`src/rtl/imc_remem_unit_if.sv`:
```
// Command/response handshake for the in-memory-compute memristor array.
// The pipeline side drives commands through master; the array block is the slave.
interface imc_remem_unit_if #(
  parameter int WIDTH  = 32,
  parameter int ADDR_W = 5
);
  logic              cmd_valid;
  logic              cmd_ready;
  logic [4:0]        cmd_op;
  logic [ADDR_W-1:0] cmd_rs1;
  logic [ADDR_W-1:0] cmd_rs2;
  logic [ADDR_W-1:0] cmd_rd;
  logic [WIDTH-1:0]  cmd_wdata;
  logic              rsp_valid;
  logic [WIDTH-1:0]  rsp_data;
  logic              rsp_err;
  logic              busy;

  modport master (
    output cmd_valid, cmd_op, cmd_rs1, cmd_rs2, cmd_rd, cmd_wdata,
    input  cmd_ready, rsp_valid, rsp_data, rsp_err, busy
  );

  modport slave (
    input  cmd_valid, cmd_op, cmd_rs1, cmd_rs2, cmd_rd, cmd_wdata,
    output cmd_ready, rsp_valid, rsp_data, rsp_err, busy
  );
endinterface

```
`src/rtl/imc_remem_unit.sv`:
```
// Memristor row array with integrated controller: row read/write, bitwise row-pair
// gates and optional write-back of the gate result, behind a valid/ready handshake.
module imc_remem_unit #(
  parameter int WIDTH          = 32,
  parameter int ROWS           = 32,
  parameter int ADDR_W         = 5,
  parameter bit CLEAR_ON_RESET = 1'b1
) (
  input logic            clk,
  input logic            rst,
  imc_remem_unit_if.slave bus
);

  typedef enum logic {
    IDLE,
    WB
  } state_t;

  localparam logic [3:0] OP_NOP   = 4'd0;
  localparam logic [3:0] OP_READ  = 4'd1;
  localparam logic [3:0] OP_WRITE = 4'd2;
  localparam logic [3:0] OP_OR    = 4'd3;
  localparam logic [3:0] OP_NOR   = 4'd4;
  localparam logic [3:0] OP_AND   = 4'd5;
  localparam logic [3:0] OP_NAND  = 4'd6;
  localparam logic [3:0] OP_XOR   = 4'd7;
  localparam logic [3:0] OP_XNOR  = 4'd8;

  // One extra bit so ROWS == 2**ADDR_W still compares correctly.
  localparam logic [ADDR_W:0] ROWS_LIM = (ADDR_W + 1)'(ROWS);

  state_t            state;
  state_t            state_next;
  logic [WIDTH-1:0]  mem [ROWS];

  logic              ready;
  logic              busy_int;
  logic              accept;
  logic [3:0]        op;
  logic              wb_flag;
  logic              is_gate;
  logic              op_legal;
  logic              use_rs1;
  logic              use_rs2;
  logic              use_rd;
  logic              rs1_ok;
  logic              rs2_ok;
  logic              rd_ok;
  logic              cmd_err;
  logic              has_rsp;
  logic              do_write;
  logic              do_wb;
  logic [WIDTH-1:0]  opa;
  logic [WIDTH-1:0]  opb;
  logic [WIDTH-1:0]  result;

  logic [ADDR_W-1:0] wb_row;
  logic [WIDTH-1:0]  wb_data;
  logic              rsp_valid_q;
  logic              rsp_err_q;
  logic [WIDTH-1:0]  rsp_data_q;

  always_comb begin
    op       = bus.cmd_op[3:0];
    wb_flag  = bus.cmd_op[4];
    is_gate  = (op >= OP_OR) && (op <= OP_XNOR);
    op_legal = (op <= OP_XNOR) && !(wb_flag && ((op == OP_READ) || (op == OP_WRITE)));
    use_rs1  = (op == OP_READ) || is_gate;
    use_rs2  = is_gate;
    use_rd   = (op == OP_WRITE) || (is_gate && wb_flag);
    rs1_ok   = ({1'b0, bus.cmd_rs1} < ROWS_LIM);
    rs2_ok   = ({1'b0, bus.cmd_rs2} < ROWS_LIM);
    rd_ok    = ({1'b0, bus.cmd_rd} < ROWS_LIM);
    cmd_err  = !op_legal || (use_rs1 && !rs1_ok) || (use_rs2 && !rs2_ok) || (use_rd && !rd_ok);
    has_rsp  = (op != OP_NOP);
    // Operand rows are read combinationally so a write landing on the previous edge is visible.
    opa      = rs1_ok ? mem[bus.cmd_rs1] : '0;
    opb      = rs2_ok ? mem[bus.cmd_rs2] : '0;
    case (op)
      OP_READ:  result = opa;
      OP_WRITE: result = bus.cmd_wdata;
      OP_OR:    result = opa | opb;
      OP_NOR:   result = ~(opa | opb);
      OP_AND:   result = opa & opb;
      OP_NAND:  result = ~(opa & opb);
      OP_XOR:   result = opa ^ opb;
      OP_XNOR:  result = ~(opa ^ opb);
      default:  result = '0;
    endcase
  end

  assign accept   = bus.cmd_valid && ready;
  assign do_write = accept && (op == OP_WRITE) && !cmd_err;
  assign do_wb    = accept && is_gate && wb_flag && !cmd_err;

  always_ff @(posedge clk) begin
    if (rst) begin
      state <= IDLE;
    end else begin
      state <= state_next;
    end
  end

  always_comb begin
    state_next = state;
    case (state)
      IDLE:    if (do_wb) state_next = WB;
      WB:      state_next = IDLE;
      default: state_next = IDLE;
    endcase
  end

  always_comb begin
    ready    = (state == IDLE) && !rst;
    busy_int = (state == WB);
  end

  always_ff @(posedge clk) begin
    if (rst) begin
      rsp_valid_q <= 1'b0;
      rsp_err_q   <= 1'b0;
      rsp_data_q  <= '0;
    end else begin
      rsp_valid_q <= accept && has_rsp;
      rsp_err_q   <= accept && has_rsp && cmd_err;
      rsp_data_q  <= (accept && has_rsp && !cmd_err) ? result : '0;
    end
  end

  // The gate result is captured from pre-write operands, so rd == rs1 is safe.
  always_ff @(posedge clk) begin
    if (do_wb) begin
      wb_row  <= bus.cmd_rd;
      wb_data <= result;
    end
  end

  // A reset during WB drops the pending write-back; clearing is the only reset-time update.
  always_ff @(posedge clk) begin
    if (rst) begin
      if (CLEAR_ON_RESET) begin
        for (int i = 0; i < ROWS; i++) mem[i] <= '0;
      end
    end else if (do_write) begin
      mem[bus.cmd_rd] <= bus.cmd_wdata;
    end else if (state == WB) begin
      mem[wb_row] <= wb_data;
    end
  end

  assign bus.cmd_ready = ready;
  assign bus.busy      = busy_int;
  assign bus.rsp_valid = rsp_valid_q;
  assign bus.rsp_data  = rsp_data_q;
  assign bus.rsp_err   = rsp_err_q;

endmodule
```
`src/flat_wrapper.sv`:
```
// flat-port wrapper written by rule: the top's interface ports become plain ports
module imc_remem_unit_flat 
#(
  parameter int WIDTH          = 32,
  parameter int ROWS           = 32,
  parameter int ADDR_W         = 5,
  parameter bit CLEAR_ON_RESET = 1'b1
)
  (clk, rst, bus_cmd_valid, bus_cmd_op, bus_cmd_rs1, bus_cmd_rs2, bus_cmd_rd, bus_cmd_wdata, bus_cmd_ready, bus_rsp_valid, bus_rsp_data, bus_rsp_err, bus_busy);
  imc_remem_unit_if #(.WIDTH(WIDTH), .ADDR_W(ADDR_W)) bus_i ();
  input logic clk;
  input logic rst;
  input wire logic [$bits(bus_i.cmd_valid)-1:0] bus_cmd_valid;
  input wire logic [$bits(bus_i.cmd_op)-1:0] bus_cmd_op;
  input wire logic [$bits(bus_i.cmd_rs1)-1:0] bus_cmd_rs1;
  input wire logic [$bits(bus_i.cmd_rs2)-1:0] bus_cmd_rs2;
  input wire logic [$bits(bus_i.cmd_rd)-1:0] bus_cmd_rd;
  input wire logic [$bits(bus_i.cmd_wdata)-1:0] bus_cmd_wdata;
  output wire logic [$bits(bus_i.cmd_ready)-1:0] bus_cmd_ready;
  output wire logic [$bits(bus_i.rsp_valid)-1:0] bus_rsp_valid;
  output wire logic [$bits(bus_i.rsp_data)-1:0] bus_rsp_data;
  output wire logic [$bits(bus_i.rsp_err)-1:0] bus_rsp_err;
  output wire logic [$bits(bus_i.busy)-1:0] bus_busy;
  assign bus_i.cmd_valid = bus_cmd_valid;
  assign bus_i.cmd_op = bus_cmd_op;
  assign bus_i.cmd_rs1 = bus_cmd_rs1;
  assign bus_i.cmd_rs2 = bus_cmd_rs2;
  assign bus_i.cmd_rd = bus_cmd_rd;
  assign bus_i.cmd_wdata = bus_cmd_wdata;
  assign bus_cmd_ready = bus_i.cmd_ready;
  assign bus_rsp_valid = bus_i.rsp_valid;
  assign bus_rsp_data = bus_i.rsp_data;
  assign bus_rsp_err = bus_i.rsp_err;
  assign bus_busy = bus_i.busy;
  imc_remem_unit #(.WIDTH(WIDTH), .ROWS(ROWS), .ADDR_W(ADDR_W), .CLEAR_ON_RESET(CLEAR_ON_RESET)) u_core (.clk(clk), .rst(rst), .bus(bus_i));
endmodule
```
`config.mk`:
```
export PLATFORM = sky130hd
export DESIGN_NAME = imc_remem_unit_flat
export DESIGN_NICKNAME = d
export VERILOG_FILES = /design/src/rtl/imc_remem_unit_if.sv /design/src/rtl/imc_remem_unit.sv /design/src/flat_wrapper.sv
export SDC_FILE = /design/constraint.sdc
export NUM_CORES = 2
export LEC_CHECK = 0
export CAP_MARGIN = 10
export CORE_ASPECT_RATIO = 1.25
export CORE_MARGIN = 4
export CORE_UTILIZATION = 45
export CTS_CLUSTER_SIZE = 10
export DETAILED_ROUTE_END_ITERATION = 10
export PLACE_DENSITY = 0.74
export SLEW_MARGIN = 20
export SYNTH_ARGS = -nofsm -noshare
export SYNTH_HDL_FRONTEND = slang
export SYNTH_SLANG_ARGS = --single-unit
```
`constraint.sdc`:
```
create_clock -name clk -period 3.99 [get_ports clk]
set_input_delay 0.399 -clock clk [delete_from_list [all_inputs] [get_ports clk]]
set_output_delay 0.399 -clock clk [all_outputs]
set_load 0.02 [all_outputs]
```
==> flow_summary.ini <==
[floorplan]
die_height_um = 409
io_pins = 91
start_util_pct = 45.5
fp.dieArea_um2 = 134000
core_um2 = 127000
rows = 146
die_w_um = 329

[drt]
drc = 0
drt_iter0_drc = 6729
vias = 43100
routedWlPerCell_um = 31.9
drt_pass1_iterations = 6
via_per_inst = 6.74
routed_wl_um = 204000
ant_nets = 0

[cells_and_area]
n_antenna_cell = 0
final_nets = 4775
drive_gt1_share_pct = 20.2
finalCoreUtilization_pct = 52.6
areaGrowthSynthToFinish_pct = 15.7

[logic_synthesis]
synth_top_area_share_pct = 55.0
netlist_area_um2 = 57900
synth_nets = 4629
yosys-top-cells-area = edfxtp_1, mux4_2, mux2i_1
yosys.cell_types.count = 39
synth.avg_cell_area_um2 = 12.8
ys_seq_elements = 1096
synth_cells = 4510
ys_warn_count = 0
ys_seq_area_share_pct = 56.2
synth_top_area_cell = edfxtp_1

[timing]
worstMarginPinSlew_ns = 1.10
hold-worst-slack_ns = 0.313
setup_viol = 0
max_freq_mhz = 280
finalMaxSlewViolations = 0
post-route-period-util_pct = 89.5
finClkSkew_ns = 0.0260
tns_ns = 0
slew_headroom_pct = 26.8
hold_viol_final = 0
fin_crit_ns = 3.57
rsz0062_at_grt = false
layout_setup_ws_ns = 0.420

[clock_tree]
cts.sinks = 1096
cts_resized = 0
clk_pin_slew_ns = 0.06
cts_buffers = 121
htreeDepth = 3
cts_setup_buffers = 0
cts_tree = yes
clock_path_buffers = 3
cts_hold_repair.buffers = 0
cts_root_buf = clkbuf_16
clk_latency_ns = 0.73

[setup_path]
arrival_ns = 4.00
required_ns = 4.42
end_kind = flip-flop
critical_path_class = in2reg
slowest_delay_ns = 0.78
critPathLaunchType = primary input
crit_slowest_cell = a211oi_1
cp_max_fo = 27
cp_cell_sequence = clkdlybuf4s50_1 -> nor2b_4 -> buf_12 -> a22oi_1 -> nand2_1 -> o22ai_1 -> a211oi_1 -> ha_1 -> a21oi_1 -> a211oi_1 -> a221o_1 -> o21bai_1
cp_common_cell = a211oi_1

[status]
status = finished clean

[hold_path]
hold_path_class = in2reg

[placed_design]
gp_congestion = 0.954
dp_hpwl_um = 128000
port_buffers = 90
place_ws_ns = -0.202

[global_route]
track_usage_pct = 29.8
grt_pass1_vias = 43100
grt_pass1_wl_um = 292000
gr-total-overflow = 0
grt_max_degree = 76
antenna_found_initial = 1

[flow_run]
drv_cap = 0

[power]
leakage_nw = 25.1
power.density_nw_per_um2 = 405
ir_drop_v = 0.000382
layout by cell type (no fill, tap or decap), types with 35 or more instances in the layout:
cell,n
a211oi_1,64
a21oi_1,114
a22o_1,93
a22oi_1,132
buf_12,88
buf_4,296
clkbuf_1,38
clkbuf_16,123
clkdlybuf4s50_1,82
dfxtp_1,35
edfxtp_1,1061
ha_1,64
inv_1,68
mux2i_1,548
mux4_2,320
nand2_1,115
nor2_1,1086
o21ai_0,49
o22ai_1,79
Yosys cell counts (all sizes together):
master / count
buf: 179
nor3: 34
a211oi: 67
a21oi: 114
nor3b: 2
o31a: 1
mux2i: 580
nand2b: 40
dfxtp: 35
and2: 4
nand2: 134
o21ai: 50
a31oi: 5
o21bai: 16
or2: 3
a22o: 93
nand4: 1
edfxtp: 1061
o22ai: 79
a22oi: 132
mux4: 320
nor2: 1087
clkbuf: 270
a221o: 15
o31ai: 1
nor2b: 24
and3: 3
a221oi: 14
nand3: 8
or4b: 1
ha: 64
or3b: 1
a211o: 1
nor4b: 2
o211ai: 1
inv: 68
layout make-up:
class,instances,area (µm²)
flip-flops and latches,1096,32600
clock buffers,163,3250
multi-input cells,2897,23800
fillers,10200,60400
clock inverters,7,80.1
well taps,1702,2130
inverters,68,255
repair buffers,472,4870
path summary, 6_finish.rpt:
| check | cells after the start | to | slack [ns] | from |
|---|---|---|---|---|
| max | 12 | u_core.wb_data[15] | 0.42 | bus_cmd_rs1[2] |
| max reg2reg | 10 | u_core.wb_data[20] | 0.62 | u_core.mem[31][20] |
| min | 2 | u_core.bus.busy | 0.31 | bus_cmd_op[4] |
| min reg2reg | 3 | u_core.mem[8][30] | 0.91 | u_core.wb_data[30] |
report_power, final:
part,internal (W),switching (W),leakage (nW)
clock,0.00556,0.00441,1.62
sequential,0.0130,0.000219,11.1
combinational,0.00162,0.00234,12.4
total,0.0202,0.00697,25.1
per-layer routing:
metal / wire length [µm] / GRT usage, %
met5: 13 / 0
met4: 20700 / 25.0
met3: 23800 / 6.10
met2: 94700 / 47.0
met1: 64900 / 34.9
kinds of logic (layout without fill, tap and decap cells):
logic type / count (synthesis) / in the layout / share of synthesized area, %
AO/OA/AOI/OAI: 589 / 589 / 7.07
AND/OR/NAND/NOR: 1344 / 1344 / 9.18
multiplexers: 900 / 900 / 22.5
buffers and inverters: 517 / 710 / 3.64
adder cells (fa/ha/maj): 64 / 64 / 1.38
flip-flops: 1096 / 1096 / 56.2
stage by stage:
step	total power, W	area, µm²	instances
2_1_floorplan	0.0156	57900	4510
3_3_place_gp	0.0172	63600	6235
5_1_grt	0.0279	67000	6405
6_report	0.0272	67000	6405
3_5_place_dp	0.0173	63600	6235
4_1_cts	0.0270	67000	6405
flip-flops by register name, indices dropped and copies added, names as in the netlist:
register              count
u_core.wb_row             5
u_core.bus.busy           1
u_core.mem             1024
u_core.bus.rsp_valid      1
u_core.bus.rsp_err        1
u_core.bus.rsp_data      32
u_core.wb_data           32
worst max-delay path: cells and delay by family:
kind                     cells  cell delay (ns)
AO/OA/AOI/OAI                7             1.77
AND/OR/NAND/NOR              2             0.48
buffers and inverters        2             0.90
adder cells (fa/ha/maj)      1             0.40
Note: power is estimated with default switching activity, not from simulation.
